<file path="src/rtl/hazard_unit.sv">
// Decode-stage interlock: load-use and FPU RAW/WAW/structural stalls, branch flush,
// and the occupancy FSM for the single non-pipelined multi-cycle FPU.
module hazard_unit #(
    parameter int unsigned FPU_LAT = 4,
    parameter int unsigned CNT_W   = 3
) (
    input  logic        clk,
    input  logic        rst_n,
    input  logic        valid_id,
    input  logic [3:0]  Y_id,
    input  logic [3:0]  X_id,
    input  logic        use_y_id,
    input  logic        use_x_id,
    input  logic        src_fp_id,
    input  logic [3:0]  Z_id,
    input  logic [2:0]  RW_id,
    input  logic        fpu_id,
    input  logic [3:0]  Z_ex,
    input  logic [2:0]  RW_ex,
    input  logic        mem_rd_ex,
    input  logic        branch_taken_ex,
    input  logic        fpu_wb_gnt,
    output logic        stall_if,
    output logic        stall_id,
    output logic        bubble_ex,
    output logic        flush_id,
    output logic        fpu_issue,
    output logic        fpu_busy,
    output logic        fpu_wb_req,
    output logic [3:0]  fpu_wb_z,
    output logic [15:0] stall_cnt
);

    typedef enum logic [1:0] {StIdle, StBusy, StWb} fpu_state_e;

    fpu_state_e       state_q, state_d;
    logic [CNT_W-1:0] cnt_q, cnt_d;
    logic [3:0]       fz_q, fz_d;
    logic [15:0]      stall_cnt_q, stall_cnt_d;

    logic load_use;
    logic fpu_haz;

    // Only the integer write of EX and the F write of ID matter for hazards.
    logic unused_rw;
    assign unused_rw = ^{RW_id[1:0], RW_ex[2], RW_ex[0]};

    always_comb begin
        fpu_busy   = (state_q != StIdle);
        fpu_wb_req = (state_q == StWb);
        fpu_wb_z   = fpu_busy ? fz_q : 4'd0;

        load_use = valid_id & mem_rd_ex & RW_ex[1] & ~src_fp_id &
                   ((use_y_id & (Y_id == Z_ex)) | (use_x_id & (X_id == Z_ex)));
        fpu_haz  = valid_id & fpu_busy &
                   (fpu_id |
                    (src_fp_id & ((use_y_id & (Y_id == fz_q)) | (use_x_id & (X_id == fz_q)))) |
                    (RW_id[2] & (Z_id == fz_q)));

        stall_if  = 1'b0;
        stall_id  = 1'b0;
        bubble_ex = 1'b0;
        flush_id  = 1'b0;
        if (branch_taken_ex) begin
            flush_id  = 1'b1;
            bubble_ex = 1'b1;
        end else if (load_use | fpu_haz) begin
            stall_if  = 1'b1;
            stall_id  = 1'b1;
            bubble_ex = 1'b1;
        end

        fpu_issue = valid_id & fpu_id & ~fpu_busy & ~branch_taken_ex & ~load_use;
    end

    always_comb begin
        state_d = state_q;
        cnt_d   = cnt_q;
        fz_d    = fz_q;
        unique case (state_q)
            StIdle: begin
                if (fpu_issue) begin
                    state_d = StBusy;
                    fz_d    = Z_id;
                    cnt_d   = CNT_W'(FPU_LAT - 1);
                end
            end
            StBusy: begin
                cnt_d = cnt_q - CNT_W'(1);
                if (cnt_q == CNT_W'(1)) begin
                    state_d = StWb;
                end
            end
            StWb: begin
                if (fpu_wb_gnt) begin
                    state_d = StIdle;
                end
            end
            default: state_d = StIdle;
        endcase
    end

    always_comb begin
        stall_cnt_d = stall_cnt_q;
        if (stall_id && (stall_cnt_q != 16'hFFFF)) begin
            stall_cnt_d = stall_cnt_q + 16'd1;
        end
    end

    assign stall_cnt = stall_cnt_q;

    always_ff @(posedge clk or negedge rst_n) begin
        if (!rst_n) begin
            state_q     <= StIdle;
            cnt_q       <= '0;
            fz_q        <= 4'd0;
            stall_cnt_q <= 16'd0;
        end else begin
            state_q     <= state_d;
            cnt_q       <= cnt_d;
            fz_q        <= fz_d;
            stall_cnt_q <= stall_cnt_d;
        end
    end

endmodule

</file>
<file path="config.mk">
export PLATFORM = sky130hd
export DESIGN_NAME = hazard_unit
export DESIGN_NICKNAME = d
export VERILOG_FILES = /design/src/rtl/hazard_unit.sv
export SDC_FILE = /design/constraint.sdc
export NUM_CORES = 1
export LEC_CHECK = 0
export CAP_MARGIN = 40
export CORE_AREA = 2 2 61 63
export DETAILED_ROUTE_END_ITERATION = 12
export DIE_AREA = 0 0 63 65
export PLACE_DENSITY = 0.93
export SETUP_SLACK_MARGIN = 0.05
export SLEW_MARGIN = 20
export SYNTH_ARGS = -nofsm -noshare
export SYNTH_HDL_FRONTEND = slang
export SYNTH_SLANG_ARGS = --single-unit
</file>
<file path="constraint.sdc">
create_clock -name clk -period 4 [get_ports clk]
set_clock_uncertainty 0.2 [all_clocks]
set_input_delay 0.4 -clock clk [delete_from_list [all_inputs] [get_ports clk]]
set_output_delay 0.4 -clock clk [all_outputs]
set_load 0.02 [all_outputs]
</file>
==> implementation parameters, run 1 <==
Parameter                              Value

Detailed routing
  Count of unresolved DRC violations after routing    0
  Max Used Layer    met4
  Met2 Routed Length    1680 um
  Average wire per standard cell    13.1 um
  Routed met1 length    1540 um
  Vias    1295
  Aggregate routed wire length    3440 um
  Avg Vias per Cell    4.94
  First-pass iteration count of the detailed router    4
  Number of antenna-violating nets in the routed design    0
  Detailed Route Iter0 Violations    36
  Met3 routed wirelength    188 um

Logic synthesis
  Syn_area_per_cell    9.96 um^2
  Netlist area before placement    0.00158 mm^2
  Share of synthesized area occupied by flip-flops and latches    39.5%
  Gate count of the mapped netlist    159
  Synthesis Warnings    0
  Post-synth EDFFs    0
  Primary FF master, synth    sky130_fd_sc_hd__dfrtp_1
  Register bit count reported by yosys    25
  Portion of synthesized cell area occupied by the leading cell type    39.5%
  Number of nets in the synthesized netlist    194
  Cell type contributing the most total cell area after synthesis    sky130_fd_sc_hd__dfrtp_1
  Most frequently used cell type in the post-synthesis netlist    sky130_fd_sc_hd__dfrtp_1
  Synth cell count leaders    sky130_fd_sc_hd__dfrtp_1 (25), sky130_fd_sc_hd__xor2_1 (23), sky130_fd_sc_hd__inv_1 (12), sky130_fd_sc_hd__nor2_1 (12), sky130_fd_sc_hd__nand2_1 (11)
  Post-synth cell types    40
  Share of flip-flops with an asynchronous set or reset    100%
  Most area-consuming cells after synthesis    sky130_fd_sc_hd__dfrtp_1 (39%), sky130_fd_sc_hd__xor2_1 (13%), sky130_fd_sc_hd__xnor2_1 (3.3%)

Critical path
  Maximum fanout along the worst path    16
  Number of cells on the worst reg-to-reg path    7
  Reg2reg setup slack    1.52 ns
  Setup CP Type    in -> out
  Category of the worst setup path capture point    primary output
  Critical path arrival    2.66 ns
  Crit Reg-Reg Startpoint    fz_q[0]
  Required time of the critical path    3.40 ns
  Category of the worst setup path launch point    input port
  Reg-to-reg critical path endpoint    stall_cnt[6]

GRT
  Congestion Overflow GR    0
  Global-route usage over all layers    17.7%
  Pin count of the biggest net entering global routing    26
  Number of global-route vias before repair    1265
  First-pass GRT wire length    5730 um
  Number of antenna violations at the first check in global routing    0

Placement
  Number of buffers added on ports    54
  Placed cell count    257
  Gp weighted congestion    0.758
  Setup slack at placement    0.726 ns
  HPWL Detailed    2680 um

CTS
  Clock input transition at the sequential cells of the worst setup and hold paths    0.14 ns
  Clock Latency Late Sink    0.31 ns
  CTS Buf Count    3
  Number of clock sinks    25
  Setup repair bufs after CTS    0
  H-Tree Depth    1
  Clock tree from TritonCTS    done
  Gates resized, CTS repair    0
  Number of buffers on the longest clock path    2
  Root buf cell    sky130_fd_sc_hd__clkbuf_4

Finish
  Antenna diode count    0
  Layout Area Growth over Synthesis    37.9%
  Layout cell share with drive strength beyond 1    8.88%
  Final cell count without fillers    262
  NumNets Final    250

Run
  Number of max-capacitance violations reported    0

Pwr
  Sum of internal, switching and leakage power    938 uW
  Worst vdd ir    0.281 mV
  Power Dens Cells    429 mW/mm^2
  Static leakage    0.000952 uW

Run status
  Result of the run    finished, final reports clean

Floorplanning
  Height of the die    65 um
  I/O Pins    59
  Standard-cell rows    22
  Area inside the core boundary    0.00350 mm^2
  Starting Density    45.3%
  Total Die Area    0.00410 mm^2
  Die extent in x    63 um

STA
  Share of the cycle needed by the critical path after routing    81.5%
  Tightest Pin Transition    0.590 ns
  Worst path setup slack after routing    0.741 ns
  Final Critical Period    3.26 ns
  # setup viols final    0
  Unrepaired setup endpoints after global routing    false
  Count of endpoints failing hold in the final timing report    0
  Headroom to the max-slew limit    60.5%
  Sum Neg Setup Slack    0 ns
  Max frequency    0.307 GHz
  Max-slew violation total from the final report    0

Hold path
  Path type of the worst min-delay path    reg -> reg
  Worst hold path endpoint    stall_cnt[9]
  Worst hold path stage count    1
  Beginning of the worst hold path    stall_cnt[9]
-- cell families (layout without fill, tap and decap cells) --
group           Yosys count  in the layout  share of synthesized area, %
fa+ha+maj                 3              3                          2.37
simple gates             66             66                          24.6
flops                    25             25                          39.5
compound gates           11             11                          6.08
buf+inv                  16             71                          4.82
xor+xnor                 30             30                          17.1
mux                       8              8                          5.53
-- routing by layer --
metal  GRT usage (%)  vias up
li1                -      653
met4            5.83        0
met2            31.4       39
met3            2.78        2
met5               0        -
met1            22.0      601
-- power breakdown --
part / leakage [uW] / total [uW] / switching, uW / internal (uW)
combinational: 0.000626 / 443 / 215 / 228
sequential: 0.000312 / 384 / 70.3 / 313
clock: 0.0000150 / 111 / 72.4 / 38.9
total: 0.000952 / 938 / 358 / 580
-- worst max path at each step --
stage                     startpoint        to  slack (ns)  depth (start not counted)
after CTS                    Y_id[0]  stall_id        0.72                          8
after detailed placement     Y_id[0]  stall_id        0.73                          8
after global placement       Y_id[3]  stall_id        0.74                          8
after floorplan              fz_q[0]  stall_if        1.54                          8
final                        Y_id[0]  stall_id        0.74                          8
after global routing         Y_id[0]  stall_id        0.57                          8
-- layout make-up --
class	count	area [um^2]
Multi-Input combinational cell	118	882
Fill cell	325	1310
Inverter	12	45.0
Sequential cell	25	626
Timing Repair Buffer	55	546
Tap cell	48	60.1
Clock buffer	4	26.3
-- cells in the final DEF, fill, tap and decap left out, types with 2 or more instances in the layout --
master,count
sky130_fd_sc_hd__a21oi_1,3
sky130_fd_sc_hd__and4_1,2
sky130_fd_sc_hd__clkbuf_4,3
sky130_fd_sc_hd__clkdlybuf4s50_1,53
sky130_fd_sc_hd__dfrtp_1,25
sky130_fd_sc_hd__ha_1,3
sky130_fd_sc_hd__inv_1,12
sky130_fd_sc_hd__mux2_1,3
sky130_fd_sc_hd__mux2_2,3
sky130_fd_sc_hd__mux2i_1,2
sky130_fd_sc_hd__nand2_1,11
sky130_fd_sc_hd__nand2b_1,2
sky130_fd_sc_hd__nand3_1,7
sky130_fd_sc_hd__nand4_1,4
sky130_fd_sc_hd__nor2_1,12
sky130_fd_sc_hd__nor2b_1,6
sky130_fd_sc_hd__nor3_1,7
sky130_fd_sc_hd__nor3_2,4
sky130_fd_sc_hd__or2_2,2
sky130_fd_sc_hd__xnor2_1,6
sky130_fd_sc_hd__xor2_1,23
-- registers in the layout, summed over array words and instances (netlist names) --
| name | count |
|---|---|
| fz_q | 4 |
| stall_cnt | 16 |
| state_q | 2 |
| cnt_q | 3 |
-- metrics by stage --
stage / area (um^2) / util [%] / hold slack (ns)
2_1_floorplan: 1580 / - / -0.0956
3_3_place_gp: 2150 / 61.6 / 0.275
3_5_place_dp: 2150 / 61.5 / 0.224
4_1_cts: 2180 / 62.5 / 0.294
5_1_grt: 2180 / 62.5 / 0.331
6_report: 2180 / 62.5 / 0.296
-- worst max-delay path, cell delays in order --
cell and delay [ns]:
sky130_fd_sc_hd__clkdlybuf4s50_1 0.45, sky130_fd_sc_hd__xor2_1 0.16, sky130_fd_sc_hd__nor3_1 0.24, sky130_fd_sc_hd__a41oi_1 0.14, sky130_fd_sc_hd__a31o_1 0.25, sky130_fd_sc_hd__a31o_4 0.32, sky130_fd_sc_hd__inv_1 0.09, sky130_fd_sc_hd__clkdlybuf4s50_1 0.60
-- timing repair --
action / in CTS / in global routing
endpoints found under the setup margin: 0 / 0
hold buffers: 1 / 0
endpoints found under the hold margin: 25 / 0
No activity file was read; power rests on OpenSTA's default activity.
==> run 2: changes to the inputs <==
Settings changed: CORE_AREA 2 2 61 63 to 2 2 66 68, DIE_AREA 0 0 63 65 to 0 0 68 70, PLACE_DENSITY 0.93 to 0.85.
Clock period 4 ns to 2.9 ns, I/O delays scaled along.
==> run 2 against run 1 <==
  * Register-to-register slack got worse by 1.2 ns
  * Critical path depth shrank 1
  * Combinational power is 38% higher
  * Highest routed layer unchanged
  * Clock power increased by 80%
  * Routed wire length is 3.9% higher
  * Largest cell class unchanged
  * Die area up 16%
  * Count of clock-buffer cells in the layout down 1
  * Largest power group unchanged
==> implementation parameters, run 2 (same netlist as run 1, synthesis figures left out) <==
Parameter                              Value

STA
  Unrepaired setup endpoints after global routing    false
  Headroom to the max-slew limit    69.7% (+9.1 points)
  Max frequency    0.361 GHz
  # setup viols final    0 (unchanged)
  Tightest Pin Transition    0.454 ns (-0.136 ns)
  Worst slack on hold paths    0.184 ns (-0.112 ns)
  Share of the cycle needed by the critical path after routing    95.6%
  Final Critical Period    2.77 ns
  Count of endpoints failing hold in the final timing report    0 (unchanged)
  Max-slew violation total from the final report    0 (unchanged)
  Sum Neg Setup Slack    0 ns (unchanged)

GRT
  Number of antenna violations at the first check in global routing    0 (unchanged)
  Pin count of the biggest net entering global routing    26 (unchanged)
  Congestion Overflow GR    0 (unchanged)
  Number of global-route vias before repair    1375 (+8.7%)
  First-pass GRT wire length    5830 um (+1.7%)
  Global-route usage over all layers    15.5% (-2.2 points)

Finish
  Filler cell count    400 (+23%)
  Post-route cell area    0.00225 mm^2 (+2.8%)
  Most common cell after layout, fill and taps aside    sky130_fd_sc_hd__clkdlybuf4s50_1
  Layout cell share with drive strength beyond 1    11.4% (+2.5 points)
  Layout Area Growth over Synthesis    41.8%
  Antenna diode count    0 (unchanged)
  Final cell count without fillers    271 (+3.4%)
  Number of flip-flops under the largest register name    16 (unchanged)
  NumNets Final    255 (+2.0%)
  Commonest cells after routing, fill and taps aside    sky130_fd_sc_hd__clkdlybuf4s50_1 (51), sky130_fd_sc_hd__dfrtp_1 (25), sky130_fd_sc_hd__xor2_1 (23), sky130_fd_sc_hd__inv_1 (12), sky130_fd_sc_hd__nor2_1 (12)

CTS
  CTS Buf Count    3 (unchanged)
  Clock input transition at the sequential cells of the worst setup and hold paths    0.09 ns (-0.05 ns)
  Setup repair bufs after CTS    0 (unchanged)
  Number of buffers on the longest clock path    2 (unchanged)
  H-Tree Depth    1 (unchanged)
  Number of clock sinks    25 (unchanged)
  Clock tree from TritonCTS    done
  Clock Latency Late Sink    0.26 ns (-0.05 ns)
  Total of hold buffers inserted after clock tree synthesis    0 (-1)
  Root buf cell    sky130_fd_sc_hd__clkbuf_8

Critical path
  Crit Reg-Reg Startpoint    fz_q[0]
  Highest-delay cell along the critical path    sky130_fd_sc_hd__clkdlybuf4s50_1
  Number of cells on the worst reg-to-reg path    8 (+1)
  Setup CP Type    in -> out
  Critical path arrival    2.28 ns (-0.38 ns)
  CP cell instances    clkdlybuf4s50_1 > xor2_1 > nor4_1 > nand3_1 > and3b_1 > nand2_1 > clkdlybuf4s50_1
  Category of the worst setup path capture point    primary output
  Most used cell along the critical path    sky130_fd_sc_hd__clkdlybuf4s50_1
  Reg-to-reg critical path endpoint    stall_cnt[6]
  Required time of the critical path    2.41 ns (-0.99 ns)
  Maximum fanout along the worst path    2 (-14)
  Category of the worst setup path launch point    input port
  Max incr delay on CP    0.60 ns (about the same)
  Reg2reg setup slack    0.30 ns (-1.22 ns)

Run
  Number of max-capacitance violations reported    0 (unchanged)

Floorplanning
  Area inside the core boundary    0.00414 mm^2 (+19%)
  Starting Density    38.2% (-7.1 points)
  Die extent in x    68 um (+7.9%)
  Total Die Area    0.00476 mm^2 (+16%)
  Standard-cell rows    24 (+9.1%)
  Height of the die    70 um (+7.7%)
  I/O Pins    59 (unchanged)

Placement
  Area after detailed placement    0.00220 mm^2 (+2.6%)
  Gp weighted congestion    0.775 (+2.2%)
  HPWL Detailed    2780 um (+3.7%)
  Number of buffers added on ports    54 (unchanged)
  Placed cell count    267 (+3.9%)

Pwr
  Worst vdd ir    0.486 mV (+73%)
  Static leakage    0.00100 uW (+5.2%)
  Power Dens Cells    598 mW/mm^2 (+39%)

Detailed routing
  Avg Vias per Cell    4.94 (about the same)
  First-pass iteration count of the detailed router    4 (unchanged)
  Vias    1340 (+3.5%)
  Detailed Route Iter0 Violations    22 (-39%)
  Count of unresolved DRC violations after routing    0 (unchanged)
  Number of antenna-violating nets in the routed design    0 (unchanged)
  Average wire per standard cell    13.2 um (+0.42%)
  Aggregate routed wire length    3570 um (+3.9%)

Run status
  Result of the run    finished, final reports clean

Hold path
  Path type of the worst min-delay path    in -> async
[run 2: cell types whose count changed in the layout (fill, tap and decap cells not counted)]
| cell | before | now |
|---|---|---|
| sky130_fd_sc_hd__buf_2 | 1 | 0 |
| sky130_fd_sc_hd__buf_4 | 0 | 6 |
| sky130_fd_sc_hd__clkbuf_1 | 1 | 0 |
| sky130_fd_sc_hd__clkbuf_4 | 3 | 0 |
| sky130_fd_sc_hd__clkbuf_8 | 0 | 3 |
| sky130_fd_sc_hd__clkdlybuf4s50_1 | 53 | 51 |
| sky130_fd_sc_hd__clkinv_2 | 0 | 1 |
| sky130_fd_sc_hd__dlygate4sd2_1 | 0 | 3 |
| sky130_fd_sc_hd__dlygate4sd3_1 | 1 | 0 |
[run 2: per-layer routing]
metal	vias up	part of all wire, %	wire, um	GRT usage (%)
li1	660	-	-	-
met1	645	45	1610	21.4
met2	33	48	1700	25.5
met3	2	6.8	243	2.42
met4	0	0.48	17	3.33
met5	-	0	0	0
[run 2: power breakdown]
| part | leakage [uW] | switching, uW | internal (uW) |
|---|---|---|---|
| Combinational | 0.000664 | 295 | 316 |
| Clock | 0.0000255 | 104 | 95.8 |
| Sequential | 0.000312 | 99.6 | 433 |
| Total | 0.00100 | 499 | 844 |
[run 2: critical path, delay by kind of cell]
family,cells,cell delay [ns]
buf+inv,2,1.05
simple gates,4,0.77
xor+xnor,1,0.16
[run 2: layout make-up]
| type | count | area (um^2) | share of cell area (%) |
|---|---|---|---|
| Timing Repair Buffer | 60 | 582 | 25.9 |
| Multi-Input combinational cell | 118 | 882 | 39.3 |
| Sequential cell | 25 | 626 | 27.9 |
| Inverter | 12 | 45.0 | 2.01 |
| Clock buffer | 3 | 41.3 | 1.84 |
| Clock inverter | 1 | 5.00 | 0.223 |
| Tap cell | 52 | 65.1 | 2.90 |
[run 2: worst max path at each step]
stage | startpoint | endpoint | depth (start not counted)
2_1_floorplan | fz_q[0] | stall_if | 8
3_3_place_gp | X_id[0] | fpu_issue | 7
3_5_place_dp | Y_id[3] | stall_if | 8
4_1_cts | X_id[0] | bubble_ex | 7
5_1_grt | X_id[0] | bubble_ex | 7
6_report | X_id[0] | bubble_ex | 7
[run 2: timing repair]
| item | 4_1_cts | 5_1_grt |
|---|---|---|
| endpoints found under the hold margin | 0 | 0 |
| gates resized for setup | 3 | 0 |
| setup endpoints to repair | 3 | 0 |
[run 2: metrics by stage]
stage	worst slack, ns	util [%]	power [uW]
floorplan	0.549	-	897
global placement	-0.0132	53.2	1140
detailed placement	-0.0207	53.2	1160
CTS	0.133	54.2	1360
global route	0.0755	54.2	1450
finish	0.128	54.2	1340
